**src/rtl/cpu_execution_result_stage_if.sv**
```systemverilog
// Execute-to-memory bus: upstream ALU beat plus the downstream record handshake.
// The slave modport is the result stage itself; master is the surrounding pipeline.
interface cpu_execution_result_stage_if;
    logic        in_valid;
    logic        in_ready;
    logic [31:0] alu_result;
    logic        alu_overflow;
    logic        alu_badfunct;
    logic [31:0] in_pc;
    logic [4:0]  in_dest;
    logic        in_wen;
    logic        in_mem_read;
    logic        in_mem_write;
    logic [31:0] in_store_data;
    logic        out_valid;
    logic        out_ready;
    logic [31:0] out_result;
    logic [4:0]  out_dest;
    logic        out_wen;
    logic        out_mem_read;
    logic        out_mem_write;
    logic [31:0] out_store_data;
    logic [31:0] out_pc;
    logic        out_exc;
    logic [4:0]  out_exccode;

    modport master (
        output in_valid, alu_result, alu_overflow, alu_badfunct, in_pc, in_dest,
               in_wen, in_mem_read, in_mem_write, in_store_data, out_ready,
        input  in_ready, out_valid, out_result, out_dest, out_wen, out_mem_read,
               out_mem_write, out_store_data, out_pc, out_exc, out_exccode
    );

    modport slave (
        input  in_valid, alu_result, alu_overflow, alu_badfunct, in_pc, in_dest,
               in_wen, in_mem_read, in_mem_write, in_store_data, out_ready,
        output in_ready, out_valid, out_result, out_dest, out_wen, out_mem_read,
               out_mem_write, out_store_data, out_pc, out_exc, out_exccode
    );
endinterface

```
**src/rtl/cpu_execution_result_stage.sv**
```systemverilog
// Execute-to-memory pipeline register: captures ALU results, turns ALU faults into a
// precise exception record, and blocks younger beats until flushed.
module cpu_execution_result_stage #(
    parameter logic [4:0] EXC_RI = 5'h0A,
    parameter logic [4:0] EXC_OV = 5'h0C
) (
    input  logic                               clk,
    input  logic                               rst,
    input  logic                               flush,
    cpu_execution_result_stage_if.slave        bus,
    output logic                               fwd_valid,
    output logic [4:0]                         fwd_dest,
    output logic [31:0]                        fwd_data,
    output logic                               halted
);

    typedef enum logic [1:0] {
        ST_EMPTY = 2'd0,
        ST_FULL  = 2'd1,
        ST_HALT  = 2'd2
    } state_t;

    state_t      state_r;
    state_t      next_state_s;
    logic        in_ready_s;
    logic        load_s;
    logic        drain_s;
    logic        fault_s;

    logic        out_valid_r;
    logic [31:0] out_result_r;
    logic [4:0]  out_dest_r;
    logic        out_wen_r;
    logic        out_mem_read_r;
    logic        out_mem_write_r;
    logic [31:0] out_store_data_r;
    logic [31:0] out_pc_r;
    logic        out_exc_r;
    logic [4:0]  out_exccode_r;

    // Reserved-instruction outranks overflow when both flags are raised.
    function automatic logic [4:0] exc_code_f(input logic badfunct, input logic overflow);
        logic [4:0] code;
        case ({badfunct, overflow})
            2'b10, 2'b11: code = EXC_RI;
            2'b01:        code = EXC_OV;
            default:      code = 5'h00;
        endcase
        return code;
    endfunction

    // Handshake qualification and next-state selection.
    always_comb begin
        in_ready_s   = 1'b1;
        next_state_s = state_r;
        drain_s      = out_valid_r & bus.out_ready;
        fault_s      = bus.in_valid & (bus.alu_badfunct | bus.alu_overflow);
        case (state_r)
            ST_EMPTY: in_ready_s = 1'b1;
            ST_FULL:  in_ready_s = ~out_valid_r | bus.out_ready;
            ST_HALT:  in_ready_s = 1'b1;
            default:  in_ready_s = 1'b1;
        endcase
        load_s = bus.in_valid & in_ready_s & ~flush & (state_r != ST_HALT);
        if (flush) begin
            next_state_s = ST_EMPTY;
        end else if (load_s) begin
            next_state_s = fault_s ? ST_HALT : ST_FULL;
        end else if (drain_s && (state_r != ST_HALT)) begin
            next_state_s = ST_EMPTY;
        end else begin
            next_state_s = state_r;
        end
    end

    // State register.
    always_ff @(posedge clk) begin
        if (rst) begin
            state_r <= ST_EMPTY;
        end else begin
            state_r <= next_state_s;
        end
    end

    // Record register; payload holds across a drain so debug can still inspect it.
    always_ff @(posedge clk) begin
        if (rst) begin
            out_valid_r      <= 1'b0;
            out_result_r     <= 32'h0000_0000;
            out_dest_r       <= 5'd0;
            out_wen_r        <= 1'b0;
            out_mem_read_r   <= 1'b0;
            out_mem_write_r  <= 1'b0;
            out_store_data_r <= 32'h0000_0000;
            out_pc_r         <= 32'h0000_0000;
            out_exc_r        <= 1'b0;
            out_exccode_r    <= 5'd0;
        end else if (flush) begin
            out_valid_r      <= 1'b0;
            out_exc_r        <= 1'b0;
            out_exccode_r    <= 5'd0;
        end else if (load_s) begin
            out_valid_r      <= 1'b1;
            out_result_r     <= bus.alu_result;
            out_dest_r       <= bus.in_dest;
            out_wen_r        <= bus.in_wen & ~fault_s;
            out_mem_read_r   <= bus.in_mem_read & ~fault_s;
            out_mem_write_r  <= bus.in_mem_write & ~fault_s;
            out_store_data_r <= bus.in_store_data;
            out_pc_r         <= bus.in_pc;
            out_exc_r        <= fault_s;
            out_exccode_r    <= exc_code_f(bus.alu_badfunct, bus.alu_overflow);
        end else if (drain_s) begin
            out_valid_r      <= 1'b0;
        end
    end

    assign bus.in_ready       = in_ready_s;
    assign bus.out_valid      = out_valid_r;
    assign bus.out_result     = out_result_r;
    assign bus.out_dest       = out_dest_r;
    assign bus.out_wen        = out_wen_r;
    assign bus.out_mem_read   = out_mem_read_r;
    assign bus.out_mem_write  = out_mem_write_r;
    assign bus.out_store_data = out_store_data_r;
    assign bus.out_pc         = out_pc_r;
    assign bus.out_exc        = out_exc_r;
    assign bus.out_exccode    = out_exccode_r;

    // Forwarding reads registers only; r0 writes never forward.
    assign fwd_valid = out_valid_r & out_wen_r & (out_dest_r != 5'd0);
    assign fwd_dest  = out_dest_r;
    assign fwd_data  = out_result_r;
    assign halted    = (state_r == ST_HALT);

endmodule

```
**src/flat_wrapper.sv**
```systemverilog
// flat-port wrapper written by rule: the top's interface ports become plain ports
module cpu_execution_result_stage_flat 
#(
    parameter logic [4:0] EXC_RI = 5'h0A,
    parameter logic [4:0] EXC_OV = 5'h0C
)
  (clk, rst, flush, fwd_valid, fwd_dest, fwd_data, halted, bus_in_valid, bus_alu_result, bus_alu_overflow, bus_alu_badfunct, bus_in_pc, bus_in_dest, bus_in_wen, bus_in_mem_read, bus_in_mem_write, bus_in_store_data, bus_out_ready, bus_in_ready, bus_out_valid, bus_out_result, bus_out_dest, bus_out_wen, bus_out_mem_read, bus_out_mem_write, bus_out_store_data, bus_out_pc, bus_out_exc, bus_out_exccode);
  cpu_execution_result_stage_if bus_i ();
  input  logic clk;
  input  logic rst;
  input  logic flush;
  output logic fwd_valid;
  output logic [4:0] fwd_dest;
  output logic [31:0] fwd_data;
  output logic halted;
  input wire logic [$bits(bus_i.in_valid)-1:0] bus_in_valid;
  input wire logic [$bits(bus_i.alu_result)-1:0] bus_alu_result;
  input wire logic [$bits(bus_i.alu_overflow)-1:0] bus_alu_overflow;
  input wire logic [$bits(bus_i.alu_badfunct)-1:0] bus_alu_badfunct;
  input wire logic [$bits(bus_i.in_pc)-1:0] bus_in_pc;
  input wire logic [$bits(bus_i.in_dest)-1:0] bus_in_dest;
  input wire logic [$bits(bus_i.in_wen)-1:0] bus_in_wen;
  input wire logic [$bits(bus_i.in_mem_read)-1:0] bus_in_mem_read;
  input wire logic [$bits(bus_i.in_mem_write)-1:0] bus_in_mem_write;
  input wire logic [$bits(bus_i.in_store_data)-1:0] bus_in_store_data;
  input wire logic [$bits(bus_i.out_ready)-1:0] bus_out_ready;
  output wire logic [$bits(bus_i.in_ready)-1:0] bus_in_ready;
  output wire logic [$bits(bus_i.out_valid)-1:0] bus_out_valid;
  output wire logic [$bits(bus_i.out_result)-1:0] bus_out_result;
  output wire logic [$bits(bus_i.out_dest)-1:0] bus_out_dest;
  output wire logic [$bits(bus_i.out_wen)-1:0] bus_out_wen;
  output wire logic [$bits(bus_i.out_mem_read)-1:0] bus_out_mem_read;
  output wire logic [$bits(bus_i.out_mem_write)-1:0] bus_out_mem_write;
  output wire logic [$bits(bus_i.out_store_data)-1:0] bus_out_store_data;
  output wire logic [$bits(bus_i.out_pc)-1:0] bus_out_pc;
  output wire logic [$bits(bus_i.out_exc)-1:0] bus_out_exc;
  output wire logic [$bits(bus_i.out_exccode)-1:0] bus_out_exccode;
  assign bus_i.in_valid = bus_in_valid;
  assign bus_i.alu_result = bus_alu_result;
  assign bus_i.alu_overflow = bus_alu_overflow;
  assign bus_i.alu_badfunct = bus_alu_badfunct;
  assign bus_i.in_pc = bus_in_pc;
  assign bus_i.in_dest = bus_in_dest;
  assign bus_i.in_wen = bus_in_wen;
  assign bus_i.in_mem_read = bus_in_mem_read;
  assign bus_i.in_mem_write = bus_in_mem_write;
  assign bus_i.in_store_data = bus_in_store_data;
  assign bus_i.out_ready = bus_out_ready;
  assign bus_in_ready = bus_i.in_ready;
  assign bus_out_valid = bus_i.out_valid;
  assign bus_out_result = bus_i.out_result;
  assign bus_out_dest = bus_i.out_dest;
  assign bus_out_wen = bus_i.out_wen;
  assign bus_out_mem_read = bus_i.out_mem_read;
  assign bus_out_mem_write = bus_i.out_mem_write;
  assign bus_out_store_data = bus_i.out_store_data;
  assign bus_out_pc = bus_i.out_pc;
  assign bus_out_exc = bus_i.out_exc;
  assign bus_out_exccode = bus_i.out_exccode;
  cpu_execution_result_stage #(.EXC_RI(EXC_RI), .EXC_OV(EXC_OV)) u_core (.clk(clk), .rst(rst), .flush(flush), .bus(bus_i), .fwd_valid(fwd_valid), .fwd_dest(fwd_dest), .fwd_data(fwd_data), .halted(halted));
endmodule
```
**config.mk**
```make
export PLATFORM = sky130hd
export DESIGN_NAME = cpu_execution_result_stage_flat
export DESIGN_NICKNAME = d
export VERILOG_FILES = /design/src/rtl/cpu_execution_result_stage_if.sv /design/src/rtl/cpu_execution_result_stage.sv /design/src/flat_wrapper.sv
export SDC_FILE = /design/constraint.sdc
export NUM_CORES = 1
export LEC_CHECK = 0
export BUFFER_PORTS_ARGS = -buffer_cell sky130_fd_sc_hd__buf_2
export CAP_MARGIN = 40
export CORE_MARGIN = 2
export CORE_UTILIZATION = 46
export CTS_BUF_LIST = sky130_fd_sc_hd__clkbuf_16
export CTS_CLUSTER_DIAMETER = 100
export DETAILED_ROUTE_END_ITERATION = 8
export PLACE_DENSITY_LB_ADDON = 0.15
export SYNTH_ARGS = -nofsm -noshare
export SYNTH_HDL_FRONTEND = slang
export SYNTH_SLANG_ARGS = --single-unit
```
**constraint.sdc**
```tcl
create_clock -name clk -period 1.55 [get_ports clk]
set_input_delay 0 -clock clk [delete_from_list [all_inputs] [get_ports clk]]
set_output_delay 0 -clock clk [all_outputs]
set_load 0.03 [all_outputs]
```
; Word-level counts from Yosys, hierarchy flattened
; Index checks and enable logic that the tools add are counted.
; Widths: inputs -> output; s select.
[op_classes]
n_eq_ne = 6
mux = 7
bitwise = 15
n_reduce_logical = 7
[ops]
columns = operator, n
row1 = $and 1x1->1, 10
row2 = $pmux 4 s2, 1
row3 = $eq 2x2->1 const B, 3
row4 = $mux 2, 3
row5 = $reduce_bool 5->1, 1
row6 = $eq 2x1->1 const B, 2
row7 = $reduce_bool 2->1, 2
row8 = $reduce_or 2->1, 2
row9 = $mux 1, 3
row10 = $not 1->1, 3
row11 = $ne 2x2->1 const B, 1
row12 = $or 1x1->1, 2
row13 = $reduce_and 2->1, 1
row14 = $logic_and 1x1->1, 1
[totals]
register_bits = 113
output_inout_bits = 151
wordCells = 46

; Logic depth before layout (Yosys ltp)
; Gate-level depths: netlist of the first run.
[depth]
depth_word = 7
mapped_depth = 7

; Worst setup path before layout of the first run
; Ideal clock, no wire load.
[synth_path]
path_type = register to register
from = register u_core.out_valid_r (netlist: u_core.bus.out_valid)
to = register u_core.out_result_r[10] (netlist: u_core.bus.out_result[10])
t_arrival_ns = 1.423
setup_slack_ns = -0.006
stages_incl_launch_ff = 7
n_path_buf = 3
period_less_slack_ns = 1.556
cell_sequence = dfxtp_1 -> and4bb_1 -> buf_6 -> buf_2 -> buf_2 -> o31ai_1 -> a21oi_1
[synth_between]
elab_chain_cells = 7
[synth_lines]
columns = element, line
row1 = from (decl), cpu_execution_result_stage.sv:30  ; logic out_valid_r;
row2 = from (signal assigned), cpu_execution_result_stage.sv:88  ; out_valid_r <= 1'b0;
row3 = from (signal assigned), cpu_execution_result_stage.sv:99  ; out_valid_r <= 1'b0;
row4 = from (signal assigned), cpu_execution_result_stage.sv:103  ; out_valid_r <= 1'b1;
row5 = $not 1->1, cpu_execution_result_stage.sv:60  ; ST_FULL: in_ready_s = ~out_valid_r | bus.out_ready;
row6 = $or 1x1->1, cpu_execution_result_stage.sv:60
row7 = $mux 1, cpu_execution_result_stage.sv:58  ; case (state_r)
row8 = $and 1x1->1 (3 in a row), cpu_execution_result_stage.sv:64  ; load_s = bus.in_valid & in_ready_s & ~flush & (state_r != ST_HALT);
row9 = $reduce_and 2->1 (no source line), -
row10 = to (signal assigned), cpu_execution_result_stage.sv:104  ; out_result_r <= bus.alu_result;
row11 = to (decl), cpu_execution_result_stage.sv:31  ; logic [31:0] out_result_r;
; No other way between the ends.
; A chain may end at the register's enable or synchronous reset.

; Worst setup path after layout of the first run
[layout_path]
from = register u_core.out_dest_r[4] (netlist: u_core.bus.out_dest[4])
to = output port fwd_valid
[layout_between]
elab_chain_cells = 2
[layout_lines]
columns = element, line
row1 = from (decl), cpu_execution_result_stage.sv:32  ; logic [4:0] out_dest_r;
row2 = from (signal assigned), cpu_execution_result_stage.sv:105  ; out_dest_r <= bus.in_dest;
row3 = $reduce_bool 5->1, cpu_execution_result_stage.sv:131  ; assign fwd_valid = out_valid_r & out_wen_r & (out_dest_r != 5'd0);
row4 = $and 1x1->1, cpu_execution_result_stage.sv:131
row5 = to (decl), flat_wrapper.sv:12  ; output logic fwd_valid;
; No other way between the ends.

==> results of run 1 <==
## repair_timing
| item | 4_1_cts | 5_1_grt |
|---|---|---|
| buffers inserted | 0 | 1 |
| endpoints found under the hold margin | 107 | 0 |
| pin swaps | 0 | 2 |
| setup endpoints to repair | 8 | 92 |
| resized for setup | 6 | 23 |
| hold buffers | 107 | 0 |
| gates cloned | 0 | 2 |
## per-layer routing
layer  track usage, %  routed length, µm
met1             32.8               7100
met2             49.3               9090
met3             6.22               1260
met4             14.5                601
met5                0                  0
## registers in the layout (all words and copies together), names as in the netlist
name                       cells
u_core.bus.out_dest            5
u_core.bus.out_valid           1
u_core.bus.out_store_data     32
u_core.bus.out_exc             1
u_core.state_r                 2
u_core.bus.out_mem_write       1
u_core.bus.out_wen             1
u_core.bus.out_mem_read        1
u_core.bus.out_exccode         3
u_core.bus.out_result         32
u_core.bus.out_pc             32
## power by group through the flow
stage	sequential [mW]	combinational (mW)	clock, mW
after global placement	3.12	1.10	0
after CTS	3.06	1.32	2.08
after floorplan	3.37	0.501	0
final	3.06	1.35	2.05
after detailed placement	3.12	1.11	0
after global routing	3.08	1.44	2.20
## synth_stat cells (all sizes together)
cell,count,share of area [%]
dfxtp,111,44
a21oi,105,10
o31ai,103,15
nand4,101,13
buf,76,9.5
clkbuf,44,3.3
nand2b,5,0.62
mux2i,4,0.79
nand2,4,0.30
inv,3,0.22
nand3b,3,0.45
nand3,2,0.30
nor2,2,0.15
o21ai,2,0.20
and2b,1,0.15
and4bb,1,0.25
conb,1,0.074
nor2b,1,0.12
o2111ai,1,0.17
o211ai,1,0.15
o311a,1,0.20
o311ai,1,0.17
o41ai,1,0.17
or2,1,0.12
or3,1,0.12
or4,1,0.22
## layout by cell type (no fill, tap or decap), types with 2 or more instances in the layout
cell type / count
buf_2: 256
dfxtp_1: 108
dlygate4sd3_1: 107
a21oi_1: 105
nand4_1: 101
o31ai_1: 99
buf_4: 14
clkbuf_16: 11
inv_1: 5
buf_6: 5
buf_12: 5
o31ai_2: 4
nand2_1: 4
mux2i_1: 4
nand3b_1: 3
nand2b_1: 3
dfxtp_2: 3
nand2b_4: 2
clkinv_2: 2
nor2_1: 2
o21ai_0: 2
conb_1: 2
buf_8: 2
## worst min-delay path by stage
stage	startpoint	endpoint	slack [ns]	depth (start not counted)
after global placement	bus_alu_badfunct	u_core.bus.out_exccode[2]$_SDFFE_PP0P_	0.22	2
final	bus_out_ready	u_core.state_r[1]$_SDFFE_PP0P_	0.05	4
after CTS	flush	u_core.bus.out_valid$_SDFFE_PP0P_	0.05	3
after global routing	rst	u_core.bus.out_pc[27]$_SDFFE_PP0P_	0.08	2
after detailed placement	bus_alu_badfunct	u_core.bus.out_exccode[2]$_SDFFE_PP0P_	0.23	2
after floorplan	bus_alu_badfunct	u_core.bus.out_exccode[2]$_SDFFE_PP0P_	0.10	1
## logic make-up after synthesis
| family | Yosys count | share of synthesized area, % |
|---|---|---|
| other cells | 1 | 0.0743 |
| buf+inv | 123 | 13.0 |
| compound gates | 215 | 26.8 |
| mux | 4 | 0.793 |
| simple gates | 123 | 15.3 |
| flops | 111 | 44.0 |
## through the flow
stage	total power [mW]	setup slack (ns)	TNS (ns)	instances
finish	6.47	0.0147	0	1005
global route	6.72	-0.0282	-0.0496	1005
CTS	6.46	-0.0316	-0.0517	1002
detailed placement	4.23	-0.0296	-0.0296	880
global placement	4.22	0.0527	0	880
floorplan	3.87	0.0137	0	578
## worst max-delay path, delay by kind of cell, from the launching register on
family / cells / cell delay [ns]
simple gates: 1 / 0.37
compound gates: 1 / 0.32
flops: 1 / 0.35
buf+inv: 1 / 0.15
## final cells by class
cell class	count	area share, %
clock inverter	6	0.311
multi-input combinational	344	29.5
sequential	111	29.1
inverter	3	0.262
timing repair buffer	392	35.6
tap	140	2.29
clock buffer	9	2.95
==> reports/metrics.csv, run 1 <==
metric,value,unit
status,completed,
slew_violations,0,
antenna_found_initial,0,
rsz0062_at_grt,true,
p_clk_share,31.7,%
endpoint,fwd_valid,
cp_max_fo,4,
fin_area,0.00764,mm²
utilization,70.8,%
internal_power,4.59,mW
htreeDepth,3,
fin_crit,1.54,ns
die_h,109,µm
ir_drop,515,µV
wl_per_cell,18.0,µm
critPathCaptureType,output port,
cts-root-buf,clkbuf_16,
tritoncts,yes,
grt_overflow,0,
r2r-end,u_core.bus.out_result[0]$_SDFFE_PP0P_,
arrival,1.54,ns
port_buffers,259,
placed_cell_area,0.00615,mm²
p_sw,1.88,mW
ys_seq_area_share,44.0,%
nNetsFinal,972,
leakage,3.49,nW
insertedDiodeCount,0,
worstSetupStartpoint,u_core.bus.out_dest[4]$_SDFFE_PP0P_,
drtIter0Drc,614,
die_w,109,µm
cp_slowest_cell,or3_1,
start_kind,flip-flop,
die_area,0.0118,mm²
powerDensity,846,mW/mm²
reg2reg_slack,0.04,ns
switching_share,29.0,%
clkLatencyLatePin,0.35,ns
yosysWarnings,0,
grt_max_degree,56,
criticalPathCategory,flip-flop to output port,
hold_viol,0,
combPwrFrac,20.9,%
num_rows,38,
maxCapViolCount,0,
r2r_start,u_core.state_r[1]$_SDFFE_PP0P_,
ctsLongestPathBuffers,2,
min_period_over_period,99.1,%
cts-buffers-inserted,9,
yosysUniqueCellTypes,31,
syn_inst,577,
path_cells,or3_1 > o311a_1 > buf_6,
track_usage,28.4,%
avgSynthCellArea,8.75,µm²
clock_sinks,111,
grt_pass1_wl,26800,µm
critPathMaxStageDelay,0.37,ns
postSynthRegisterBits,111,
area_growth,51.5,%
r2r_cells,5,
drive_gt1_share,36.2,%
fin_worst_hold_slack,0.0535,ns
initial_core_util,46.8,%
clkSlewWorstSetupHoldPaths,0.07,ns
first_global_vias,5509,
place.gp.congestion,0.785,
multi_input_area,0.00225,mm²
setup_viol,0,
io_pins,262,
post-route-drc-count,0,
wirelength,18100,µm
hp-class,input pin to flip-flop,
seqPwrFrac,47.4,%
core_area,0.0108,mm²
clock.fmax,0.651,GHz
dr.pass1.iters,7,
regArea,0.00223,mm²
fin_skew,0.00581,ns
viasPerCell,5.95,
synth_area,0.00505,mm²
nFillCells,832,
cp_data_required_time,1.55,ns
num_vias,5977,
antenna_left,0,
dpl.hpwl,10400,µm
Power figures use the tool's default switching activity.
==> run 2, diff against run 1 <==
--- a/config.mk
+++ b/config.mk
@@ -13,6 +13,8 @@
 export CTS_CLUSTER_DIAMETER = 100
 export DETAILED_ROUTE_END_ITERATION = 8
 export PLACE_DENSITY_LB_ADDON = 0.15
+export RECOVER_POWER = 100
+export SLEW_MARGIN = 20
 export SYNTH_ARGS = -nofsm -noshare
 export SYNTH_HDL_FRONTEND = slang
 export SYNTH_SLANG_ARGS = --single-unit
==> reports/metrics.csv, run 2 (same netlist as run 1, synthesis figures left out) <==
metric,value,unit
setup_viol,0,
hold_viol,0,
wirelength,18100,µm
area_growth,48.2,%
fin_skew,0.00687,ns
cts-buffers-inserted,9,
powerDensity,860,mW/mm²
seqPwrFrac,47.7,%
clkSlewWorstSetupHoldPaths,0.07,ns
arrival,1.53,ns
p_sw,1.88,mW
slew_violations,0,
num_rows,38,
antenna_left,0,
ctsLongestPathBuffers,2,
fin_area,0.00748,mm²
viasPerCell,5.89,
cts-root-buf,clkbuf_16,
grt_pass1_wl,26800,µm
initial_core_util,46.8,%
ir_drop,510,µV
track_usage,28.4,%
leakage,2.95,nW
critPathCaptureType,output port,
tritoncts,yes,
cp_slowest_cell,or3_1,
die_w,109,µm
drive_gt1_share,20.8,%
hp-class,input pin to flip-flop,
core_area,0.0108,mm²
utilization,69.3,%
reg2reg_slack,0.04,ns
p_clk_share,31.9,%
clock.fmax,0.652,GHz
worst_slack,0.0163,ns
dpl.hpwl,10400,µm
maxCapViolCount,0,
layout_common_cells,"clkbuf_1, buf_2, dfxtp_1",
drtIter0Drc,614,
clkLatencyLatePin,0.35,ns
htreeDepth,3,
grtUsageMet1,32.8,%
clock_sinks,111,
place.gp.congestion,0.785,
start_kind,flip-flop,
met2_usage,49.3,%
final_common_cell,clkbuf_1,
cp_data_required_time,1.55,ns
min_period_over_period,98.9,%
gr-max-usage-layer,met2,
first_global_vias,5509,
port_buffers,259,
wl_per_cell,18.0,µm
post-route-drc-count,0,
grtUsageMet3,6.22,%
num_vias,5923,
grt_max_degree,56,
die_h,109,µm
insertedDiodeCount,0,
cp_max_fo,4,
switching_share,29.3,%
criticalPathCategory,flip-flop to output port,
placed_cell_area,0.00615,mm²
status,completed,
die_area,0.0118,mm²
nNetsFinal,972,
dr.pass1.iters,5,
antenna_found_initial,0,
internal_power,4.55,mW
rsz0062_at_grt,true,
grt_overflow,0,
critPathMaxStageDelay,0.37,ns
io_pins,262,
path_cells,or3_1 > o311a_1 > buf_6,
combPwrFrac,20.4,%
dpl_worst_slack,-0.0296,ns
fin_crit,1.53,ns
## run 2: changes by cell type in the layout (fill, tap and decap cells not counted)
cell	delta
clkbuf_1	+133
buf_2	-133
## run 2: layout make-up
cell class	count	area, µm²
fill	917	3320
timing repair buffer	392	2550
multi-input combinational	344	2250
sequential	111	2230
clock buffer	9	225
tap	140	175
clock inverter	6	23.8
inverter	3	20.0
## run 2: critical path: cells and delay by family (launching register included)
family          cells  cell delay, ns
simple gates        1            0.37
compound gates      1            0.32
flops               1            0.35
buf+inv             1            0.15
## run 2: final timing paths
| path | start | end | depth (start not counted) |
|---|---|---|---|
| max | u_core.bus.out_dest[4]$_SDFFE_PP0P_ | fwd_valid | 3 |
| min | bus_out_ready | u_core.state_r[1]$_SDFFE_PP0P_ | 4 |
| max reg2reg | u_core.state_r[1]$_SDFFE_PP0P_ | u_core.bus.out_result[0]$_SDFFE_PP0P_ | 5 |
| min reg2reg | u_core.bus.out_exccode[1]$_SDFFE_PP0P_ | u_core.bus.out_exccode[1]$_SDFFE_PP0P_ | 2 |
## run 2: repair_timing
| item | CTS | global route |
|---|---|---|
| hold endpoints to repair | 107 | 0 |
| endpoints found under the setup margin | 8 | 92 |
| hold buffers | 107 | 0 |
| pin swaps | 0 | 2 |
| resized for setup | 6 | 23 |
| cloned | 0 | 2 |
| buffers inserted | 0 | 1 |
## run 2: metrics by stage
| stage | setup TNS, ns | hold WS (ns) | power [mW] | instances |
|---|---|---|---|---|
| floorplan | 0 | 0.102 | 3.87 | 578 |
| global placement | 0 | 0.218 | 4.22 | 880 |
| detailed placement | -0.0296 | 0.233 | 4.23 | 880 |
| CTS | -0.0517 | 0.0523 | 6.46 | 1002 |
| global route | -0.0496 | 0.0775 | 6.68 | 1005 |
| finish | 0 | 0.0522 | 6.43 | 1005 |
## run 2: routing by layer
layer / vias to the layer above / share of wire, % / routed length, µm
li1: 2751 / - / -
met1: 2828 / 39 / 7090
met2: 290 / 50 / 9080
met3: 54 / 7.1 / 1280
met4: 0 / 3.6 / 644
met5: - / 0 / 0
## run 2: power by group through the flow
| stage | Combinational (mW) | Sequential, mW | Clock (mW) |
|---|---|---|---|
| detailed placement | 1.11 | 3.12 | 0 |
| floorplan | 0.501 | 3.37 | 0 |
| global placement | 1.10 | 3.12 | 0 |
| global route | 1.40 | 3.08 | 2.20 |
| finish | 1.31 | 3.07 | 2.05 |
| CTS | 1.32 | 3.06 | 2.08 |
